$ cat config.mk
export PLATFORM = sky130hd
export DESIGN_NAME = acq_sequencer_flat
export DESIGN_NICKNAME = d
export VERILOG_FILES = /design/src/rtl/acq_pkg.sv /design/src/rtl/acq_sequencer_if.sv /design/src/rtl/acq_watchdog.sv /design/src/rtl/acq_sequencer.sv /design/src/flat_wrapper.sv
export SDC_FILE = /design/constraint.sdc
export NUM_CORES = 1
export LEC_CHECK = 0
export CAP_MARGIN = 25
export CORE_MARGIN = 5
export CORE_UTILIZATION = 40
export DETAILED_ROUTE_END_ITERATION = 10
export GPL_TIMING_DRIVEN = 0
export PLACE_DENSITY = 0.7
export RECOVER_POWER = 50
export SLEW_MARGIN = 20
export SYNTH_ARGS = -nofsm -noshare
export SYNTH_HDL_FRONTEND = slang
export SYNTH_HIERARCHICAL = 1
export SYNTH_SLANG_ARGS = --single-unit
$ cat constraint.sdc
create_clock -name in_clk -period 6 [get_ports in_clk]
set_input_delay 1.2 -clock in_clk [delete_from_list [all_inputs] [get_ports in_clk]]
set_output_delay 1.2 -clock in_clk [all_outputs]
set_load 0.03 [all_outputs]
$ cat src/rtl/acq_pkg.sv
// Shared types and constants for the acquisition sequencer: FSM states,
// sample-rate select codes and frame geometry.
package acq_pkg;

    localparam int DATA_W   = 8;
    localparam int ADDR_W   = 10;
    localparam int DATA_NUM = 405;
    localparam int WD_W     = 28;

    typedef enum logic [2:0] {
        ST_IDLE,
        ST_REQUEST,
        ST_WAIT_START,
        ST_CAPTURE,
        ST_FRAME_READY
    } acq_state_t;

    // Bit 1 set selects real-time mode regardless of bit 0.
    typedef enum logic [1:0] {
        RATE_200M  = 2'b00,
        RATE_10M   = 2'b01,
        RATE_RT_1K = 2'b10
    } rate_sel_t;

    function automatic logic wd_active(input acq_state_t s);
        return (s == ST_REQUEST) || (s == ST_WAIT_START) || (s == ST_CAPTURE);
    endfunction

endpackage

$ cat src/rtl/acq_sequencer_if.sv
// Sampler handshake, frame RAM write port and frame-ready handshake
// between the sequencer (master) and its sampler/sender peers (slave).
interface acq_sequencer_if;

    logic                          out_request_n;
    logic [1:0]                    out_sample_rate_select;
    logic                          in_measure_sig;
    logic                          in_adc_clk;
    logic [acq_pkg::DATA_W-1:0]    in_adc_data;
    logic                          out_wr_en;
    logic [acq_pkg::ADDR_W-1:0]    out_wr_addr;
    logic [acq_pkg::DATA_W-1:0]    out_wr_data;
    logic                          out_frame_ready;
    logic [acq_pkg::ADDR_W-1:0]    out_frame_len;
    logic                          in_frame_ack;

    modport master (
        output out_request_n, out_sample_rate_select,
        output out_wr_en, out_wr_addr, out_wr_data,
        output out_frame_ready, out_frame_len,
        input  in_measure_sig, in_adc_clk, in_adc_data, in_frame_ack
    );

    modport slave (
        input  out_request_n, out_sample_rate_select,
        input  out_wr_en, out_wr_addr, out_wr_data,
        input  out_frame_ready, out_frame_len,
        output in_measure_sig, in_adc_clk, in_adc_data, in_frame_ack
    );

endinterface

$ cat src/rtl/acq_watchdog.sv
// Loadable watchdog counter; expired pulses for one cycle when the count,
// while enabled, is about to reach TIMEOUT_CNT.
module acq_watchdog
    import acq_pkg::*;
#(
    parameter logic [WD_W-1:0] TIMEOUT_CNT = 28'd100_000_000
) (
    input  logic            in_clk,
    input  logic            in_rst,
    input  logic            clr,
    input  logic            en,
    input  logic            ld,
    input  logic [WD_W-1:0] ld_val,
    output logic            expired
);

    logic [WD_W-1:0] cnt;

    always_ff @(posedge in_clk or negedge in_rst) begin
        if (!in_rst) begin
            cnt <= '0;
        end else if (clr) begin
            cnt <= '0;
        end else if (ld) begin
            cnt <= ld_val;
        end else if (en) begin
            cnt <= cnt + WD_W'(1);
        end
    end

    // A pending clear means the count is stale from a previous state.
    assign expired = en && !clr && !ld && (cnt == TIMEOUT_CNT - WD_W'(1));

endmodule

$ cat src/rtl/acq_sequencer.sv
// Acquisition sequencer: requests a frame from the sampler, captures ADC
// bytes into frame RAM on each ADC clock edge and hands the frame to the sender.
module acq_sequencer
    import acq_pkg::*;
#(
    parameter int              DATA_NUM      = acq_pkg::DATA_NUM,
    parameter int              REQ_PULSE_CNT = 4,
    parameter logic [WD_W-1:0] TIMEOUT_CNT   = 28'd100_000_000
) (
    input  logic              in_clk,
    input  logic              in_rst,
    input  logic              in_start,
    input  logic              in_abort,
    input  logic              in_continuous,
    input  logic [1:0]        in_rate_sel,
    acq_sequencer_if.master   bus,
    output logic              out_busy,
    output logic              out_timeout
);

    localparam logic [ADDR_W-1:0] DATA_NUM_C = ADDR_W'(DATA_NUM);
    localparam logic [7:0]        PULSE_LAST = 8'(REQ_PULSE_CNT - 1);

    acq_state_t        state;
    logic [ADDR_W-1:0] count;
    logic [7:0]        pulse_cnt;
    logic              adc_clk_p1;
    logic              measure_p1;
    logic              acked;
    logic              wd_clr;
    logic              wd_en;
    logic              wd_expired;
    logic              adc_edge;
    logic              measure_fall;
    logic              take_sample;

    // Stage p1: previous-cycle copies for edge detection
    always_ff @(posedge in_clk or negedge in_rst) begin
        if (!in_rst) begin
            adc_clk_p1 <= 1'b0;
            measure_p1 <= 1'b0;
        end else begin
            adc_clk_p1 <= bus.in_adc_clk;
            measure_p1 <= bus.in_measure_sig;
        end
    end

    assign adc_edge     = bus.in_adc_clk && !adc_clk_p1;
    assign measure_fall = measure_p1 && !bus.in_measure_sig;
    assign take_sample  = adc_edge && (count < DATA_NUM_C);
    assign out_busy     = (state != ST_IDLE);
    assign wd_en        = wd_active(state);

    acq_watchdog #(
        .TIMEOUT_CNT(TIMEOUT_CNT)
    ) u_watchdog (
        .in_clk (in_clk),
        .in_rst (in_rst),
        .clr    (wd_clr),
        .en     (wd_en),
        .ld     (1'b0),
        .ld_val ('0),
        .expired(wd_expired)
    );

    always_ff @(posedge in_clk or negedge in_rst) begin
        if (!in_rst) begin
            state                      <= ST_IDLE;
            bus.out_request_n          <= 1'b1;
            bus.out_sample_rate_select <= 2'b00;
            bus.out_wr_en              <= 1'b0;
            bus.out_wr_addr            <= '0;
            bus.out_wr_data            <= '0;
            bus.out_frame_ready        <= 1'b0;
            bus.out_frame_len          <= '0;
            out_timeout                <= 1'b0;
            count                      <= '0;
            pulse_cnt                  <= '0;
            acked                      <= 1'b0;
            wd_clr                     <= 1'b0;
        end else begin
            bus.out_wr_en <= 1'b0;
            wd_clr        <= 1'b0;
            if (in_abort) begin
                state               <= ST_IDLE;
                bus.out_request_n   <= 1'b1;
                bus.out_frame_ready <= 1'b0;
                acked               <= 1'b0;
            end else if (wd_expired) begin
                // Clearing acked blocks continuous re-arm until a fresh start.
                state             <= ST_IDLE;
                bus.out_request_n <= 1'b1;
                out_timeout       <= 1'b1;
                acked             <= 1'b0;
            end else begin
                case (state)
                    ST_IDLE: begin
                        if ((in_start || (in_continuous && acked)) && !bus.in_measure_sig) begin
                            state                      <= ST_REQUEST;
                            bus.out_request_n          <= 1'b0;
                            bus.out_sample_rate_select <= in_rate_sel;
                            pulse_cnt                  <= '0;
                            acked                      <= 1'b0;
                            wd_clr                     <= 1'b1;
                            if (in_start) begin
                                out_timeout <= 1'b0;
                            end
                        end
                    end
                    ST_REQUEST: begin
                        if (pulse_cnt == PULSE_LAST) begin
                            state             <= ST_WAIT_START;
                            bus.out_request_n <= 1'b1;
                            wd_clr            <= 1'b1;
                        end else begin
                            pulse_cnt <= pulse_cnt + 8'd1;
                        end
                    end
                    ST_WAIT_START: begin
                        if (bus.in_measure_sig) begin
                            state           <= ST_CAPTURE;
                            count           <= '0;
                            bus.out_wr_addr <= '0;
                            wd_clr          <= 1'b1;
                        end
                    end
                    ST_CAPTURE: begin
                        if (take_sample) begin
                            bus.out_wr_en   <= 1'b1;
                            bus.out_wr_addr <= count;
                            bus.out_wr_data <= bus.in_adc_data;
                            count           <= count + ADDR_W'(1);
                            wd_clr          <= 1'b1;
                        end
                        // A sample taken in the closing cycle still counts.
                        if (measure_fall) begin
                            state               <= ST_FRAME_READY;
                            bus.out_frame_ready <= 1'b1;
                            bus.out_frame_len   <= count + ADDR_W'(take_sample);
                        end
                    end
                    ST_FRAME_READY: begin
                        if (bus.in_frame_ack) begin
                            state               <= ST_IDLE;
                            bus.out_frame_ready <= 1'b0;
                            acked               <= 1'b1;
                        end
                    end
                    default: state <= ST_IDLE;
                endcase
            end
        end
    end

endmodule

$ cat src/flat_wrapper.sv
// flat-port wrapper written by rule: the top's interface ports become plain ports
module acq_sequencer_flat import acq_pkg::*;
#(
    parameter int              DATA_NUM      = acq_pkg::DATA_NUM,
    parameter int              REQ_PULSE_CNT = 4,
    parameter logic [WD_W-1:0] TIMEOUT_CNT   = 28'd100_000_000
)
  (in_clk, in_rst, in_start, in_abort, in_continuous, in_rate_sel, out_busy, out_timeout, bus_out_request_n, bus_out_sample_rate_select, bus_out_wr_en, bus_out_wr_addr, bus_out_wr_data, bus_out_frame_ready, bus_out_frame_len, bus_in_measure_sig, bus_in_adc_clk, bus_in_adc_data, bus_in_frame_ack);
  acq_sequencer_if bus_i ();
  input  logic in_clk;
  input  logic in_rst;
  input  logic in_start;
  input  logic in_abort;
  input  logic in_continuous;
  input  logic [1:0] in_rate_sel;
  output logic out_busy;
  output logic out_timeout;
  output wire logic [$bits(bus_i.out_request_n)-1:0] bus_out_request_n;
  output wire logic [$bits(bus_i.out_sample_rate_select)-1:0] bus_out_sample_rate_select;
  output wire logic [$bits(bus_i.out_wr_en)-1:0] bus_out_wr_en;
  output wire logic [$bits(bus_i.out_wr_addr)-1:0] bus_out_wr_addr;
  output wire logic [$bits(bus_i.out_wr_data)-1:0] bus_out_wr_data;
  output wire logic [$bits(bus_i.out_frame_ready)-1:0] bus_out_frame_ready;
  output wire logic [$bits(bus_i.out_frame_len)-1:0] bus_out_frame_len;
  input wire logic [$bits(bus_i.in_measure_sig)-1:0] bus_in_measure_sig;
  input wire logic [$bits(bus_i.in_adc_clk)-1:0] bus_in_adc_clk;
  input wire logic [$bits(bus_i.in_adc_data)-1:0] bus_in_adc_data;
  input wire logic [$bits(bus_i.in_frame_ack)-1:0] bus_in_frame_ack;
  assign bus_out_request_n = bus_i.out_request_n;
  assign bus_out_sample_rate_select = bus_i.out_sample_rate_select;
  assign bus_out_wr_en = bus_i.out_wr_en;
  assign bus_out_wr_addr = bus_i.out_wr_addr;
  assign bus_out_wr_data = bus_i.out_wr_data;
  assign bus_out_frame_ready = bus_i.out_frame_ready;
  assign bus_out_frame_len = bus_i.out_frame_len;
  assign bus_i.in_measure_sig = bus_in_measure_sig;
  assign bus_i.in_adc_clk = bus_in_adc_clk;
  assign bus_i.in_adc_data = bus_in_adc_data;
  assign bus_i.in_frame_ack = bus_in_frame_ack;
  acq_sequencer #(.DATA_NUM(DATA_NUM), .REQ_PULSE_CNT(REQ_PULSE_CNT), .TIMEOUT_CNT(TIMEOUT_CNT)) u_core (.in_clk(in_clk), .in_rst(in_rst), .in_start(in_start), .in_abort(in_abort), .in_continuous(in_continuous), .in_rate_sel(in_rate_sel), .bus(bus_i), .out_busy(out_busy), .out_timeout(out_timeout));
endmodule
==> impl_results.md <==
* Outcome: finished with violations
* Violated checks: capacitance limit, slew limit
* TritonCTS sink count at 87
* Crit-path max cell delay at around 830 ps
* Port Buffer Count at 52
* Sw power at 486.6 uW
* Mapped Cells at 507
* Mapped Avg Cell Area at 9.420 sq um
* CTS Buf Count at 9
* CP bufs+invs at 5
* Mapped Area at 4776 sq um
* Vias at 4136
* Initial core utilization at 0.4026
* Peak VDD IR at 0.2456 mV
* Hold path depth at 2
* I/O pins at 53
* Sequential fraction of the synthesis area at 0.4561
* Drt drc at 0
* CP Depth at 13
* Synth warn at 6
* Internal power at 1099 uW
* Max Cap Viol at 1
* Number of synthesized flops with an enable pin at 0
* Combinational share of power at 0.205
* Die area at 14230 sq um
* CP Capture Type: flip-flop
* Final Cycle Share at 0.6717
* Post-CTS resize count at 0
* Clock skew at around 6.6 ps
* Htree depth at 3
* Vias in the first global route at slightly above 4000
* DR iter-0 viols at 236
* Crit path kind: reg -> reg
* ANT cells at 0
* Site Rows at 40
* Routed Antenna Nets at 0
* Routed WL at approximately 11000 um
* CTS tree: built
* Core Region at 11860 sq um
* Initial antenna violation count at 0
* CTS Buffer Depth at 2
* Ys flop type: dfrtp_1
* Seq. cell area at 2178 sq um
* GPL Wtd Cong at 0.8892
* HPWL after detailed placement at 8130 um
* Fin crit period at roughly 4000 ps
* Power Density at 269.1 nW/um^2
* Clk pin slew, worst setup/hold paths at 60 ps
* Final hold vios at 0
* Fmax at approximately 250 MHz
* Crit path cell chain: clkbuf_1 > nor2_1 > nor2_1 > clkbuf_1 > nand4_1 > nor4_2 > or2_2 > clkbuf_2 > or2_2 > clkbuf_1 > clkbuf_1 > nand2_1 > o21ai_0
* Final setup viols at 0
* Final Max Tran Viols at 44
* Ys async rst share at 1.000
* Avg WL per Cell at 15.09 um
* Share of cells above drive strength 1 at 0.09720
* Die Wd at roughly 120 um
* RSZ-0062 raised after global routing: false
* #FFs+latches synth at 87
* Clock power share at 0.337
* GRT overflow at 0
* Top Family by Delay on Critical Path: simple AND/OR/NAND/NOR gates
* Hold WS at 486.1 ps
* Critical Path AT at approximately 4300 ps
* Worst hold path type: reg -> reg
* Reg2reg path depth at 13
* Worst Path Max Fanout at 10
* Pre-Repair DR Iteration Count at 4
* Post-CTS Setup Bufs at 0
* Library cells used by synthesis at 70
* Root buffer cell: clkbuf_16
* Most used cell, CP: clkbuf_1
* Pleak at 0.002385 uW
* Setup TNS at 0 ps
* Required time of the worst setup path at approximately 6300 ps
* Die span in y at 119.3 um
* GRT Total Usage at 0.1696
* Fillers at 1109
* Via/cell ratio at around 5.5
* Area Overhead vs Synth at 23.40%
* Nets@finish at approximately 630
* Critical-path top delay cell: nor4_2
* Largest net degree at the start of global routing at 45
* Hold_buf cts at 0
* First-pass GRT wire length at about 20000 um
* Critical Path Start Type: flip-flop
* Slew @ Worst Pin at approximately 2400 ps
* Sequential share of power at 0.459
* Switching Fraction at 0.3068
* Worst-Skew Late Latency at roughly 350 ps
* Relative slew slack at -0.6226
* Area of the multi-input gates at around 2500 sq um
[sequential cells by signal, summed over array words and instances (netlist names)]
name	count
u_core/u_watchdog/cnt	28
u_core/bus.out_frame_len	10
u_core/bus.out_wr_addr	10
u_core/count	10
u_core/bus.out_wr_data	8
u_core/pulse_cnt	8
u_core/state	3
u_core/bus.out_sample_rate_select	2
u_core/acked	1
u_core/adc_clk_p1	1
u_core/bus.out_frame_ready	1
u_core/bus.out_request_n	1
u_core/bus.out_wr_en	1
u_core/measure_p1	1
u_core/out_timeout	1
u_core/wd_clr	1
[cells in the mapped netlist (2+ instances only)]
library cell | instances | area share
clkbuf_1 | 16 | 0.013
inv_1 | 17 | 0.013
a31oi_1 | 3 | 0.0039
o31a_1 | 2 | 0.0037
a211oi_1 | 9 | 0.014
nor3b_1 | 5 | 0.0079
nor3_1 | 9 | 0.0094
o211ai_1 | 2 | 0.0031
nand4_2 | 3 | 0.0079
or3_1 | 7 | 0.0092
xnor2_1 | 11 | 0.020
or4_1 | 15 | 0.024
buf_1 | 4 | 0.0031
nand2b_1 | 4 | 0.0052
nand3b_1 | 2 | 0.0031
a21oi_1 | 16 | 0.017
o31ai_1 | 21 | 0.033
mux2i_1 | 4 | 0.0084
nand4_1 | 16 | 0.021
buf_2 | 8 | 0.0084
nand2_1 | 43 | 0.034
and3_1 | 3 | 0.0039
xor2_1 | 8 | 0.015
and2_1 | 5 | 0.0065
dfrtp_1 | 86 | 0.45
mux2_2 | 12 | 0.028
and4_1 | 2 | 0.0037
nor4_1 | 13 | 0.017
nor2_1 | 40 | 0.031
or2_2 | 3 | 0.0039
a311o_1 | 2 | 0.0042
nand3_1 | 31 | 0.032
a22oi_1 | 2 | 0.0031
ha_1 | 6 | 0.016
buf_6 | 3 | 0.0071
a311oi_1 | 13 | 0.024
o21ai_0 | 28 | 0.029
[worst reg2reg max path: stages (launching register included)]
cell and delay, ps:
dfrtp_1 420, clkbuf_1 350, nor2_1 140, nor2_1 120, clkbuf_1 360, nand4_1 260, nor4_2 830, or2_2 240
clkbuf_2 180, or2_2 130, clkbuf_1 270, clkbuf_1 400, nand2_1 90, o21ai_0 160
[per-stage QoR]
stage	instance area [sq um]	std cells	util	total power [uW]	setup WS, ps
2_1_floorplan	4892	538	-	939.7	3148
3_3_place_gp	5597	737	0.4718	1050	513.4
3_5_place_dp	5628	738	0.4745	1065	2421
4_1_cts	5914	754	0.4986	1610	2473
5_1_grt	5893	754	0.4968	1681	1524
6_report	5893	754	0.4968	1586	1970
[final cells by class]
cell class	count	share of cell area
Clock buffer	12	0.04352
Clock inverter	4	0.005096
Tap cell	147	0.03121
Buffer	34	0.02781
Inverter	18	0.01146
Sequential cell	87	0.3696
Multi-Input combinational cell	399	0.4193
Timing Repair Buffer	53	0.09193
[path summary, 6_finish.rpt]
| kind | startpoint | end | slack (ps) |
|---|---|---|---|
| max | u_core/state[1] | u_core/bus.out_wr_addr[3] | 1970 |
| min | u_core/bus.out_frame_len[6] | u_core/bus.out_frame_len[6] | 490 |
| max reg2reg | u_core/state[1] | u_core/bus.out_wr_addr[3] | 1970 |
| min reg2reg | u_core/bus.out_frame_len[6] | u_core/bus.out_frame_len[6] | 490 |
| max in group asynchronous | in_rst | u_core/bus.out_wr_data[1] | 3010 |
| min in group asynchronous | in_rst | u_core/u_watchdog/cnt[21] | 1590 |
[layer usage]
layer  global-route usage  vias up  wire, um
met4              0.06372        0       199
met3              0.04179       16       526
met1               0.2255     1994      5283
li1                     -     2033         -
met2               0.2674       93      5369
met5                    0        -         0
[power groups by stage]
stage | clock network, uW | registers [uW] | logic (uW)
floorplan | 0 | 754 | 185
global placement | 0 | 733 | 317
detailed placement | 0 | 737 | 328
CTS | 553 | 727 | 330
global route | 576 | 738 | 366
finish | 534 | 727 | 325
[placed cells by master (no fill, tap or decap), drive strengths merged, types with 11 or more instances in the layout]
cell / count
clkdlybuf4s50: 49
nand2: 43
mux2: 12
o21ai: 28
buf: 15
nand3: 31
clkbuf: 33
dfrtp: 86
inv: 18
nor4: 13
or4: 15
a311oi: 13
nand4: 19
o31ai: 21
xnor2: 11
conb: 32
a21oi: 16
nor2: 41
[cell families (layout without fill, tap and decap cells)]
kind of cell | after synthesis | after routing | share of synthesized area
other cells | 1 | 32 | 0.0007852
flops | 87 | 87 | 0.4561
simple gates | 216 | 216 | 0.2481
buf+inv | 52 | 121 | 0.05082
mux | 16 | 16 | 0.03668
xor+xnor | 19 | 19 | 0.03484
fa+ha+maj | 6 | 6 | 0.01572
compound gates | 110 | 110 | 0.1569
Power figures use the tool's default switching activity.
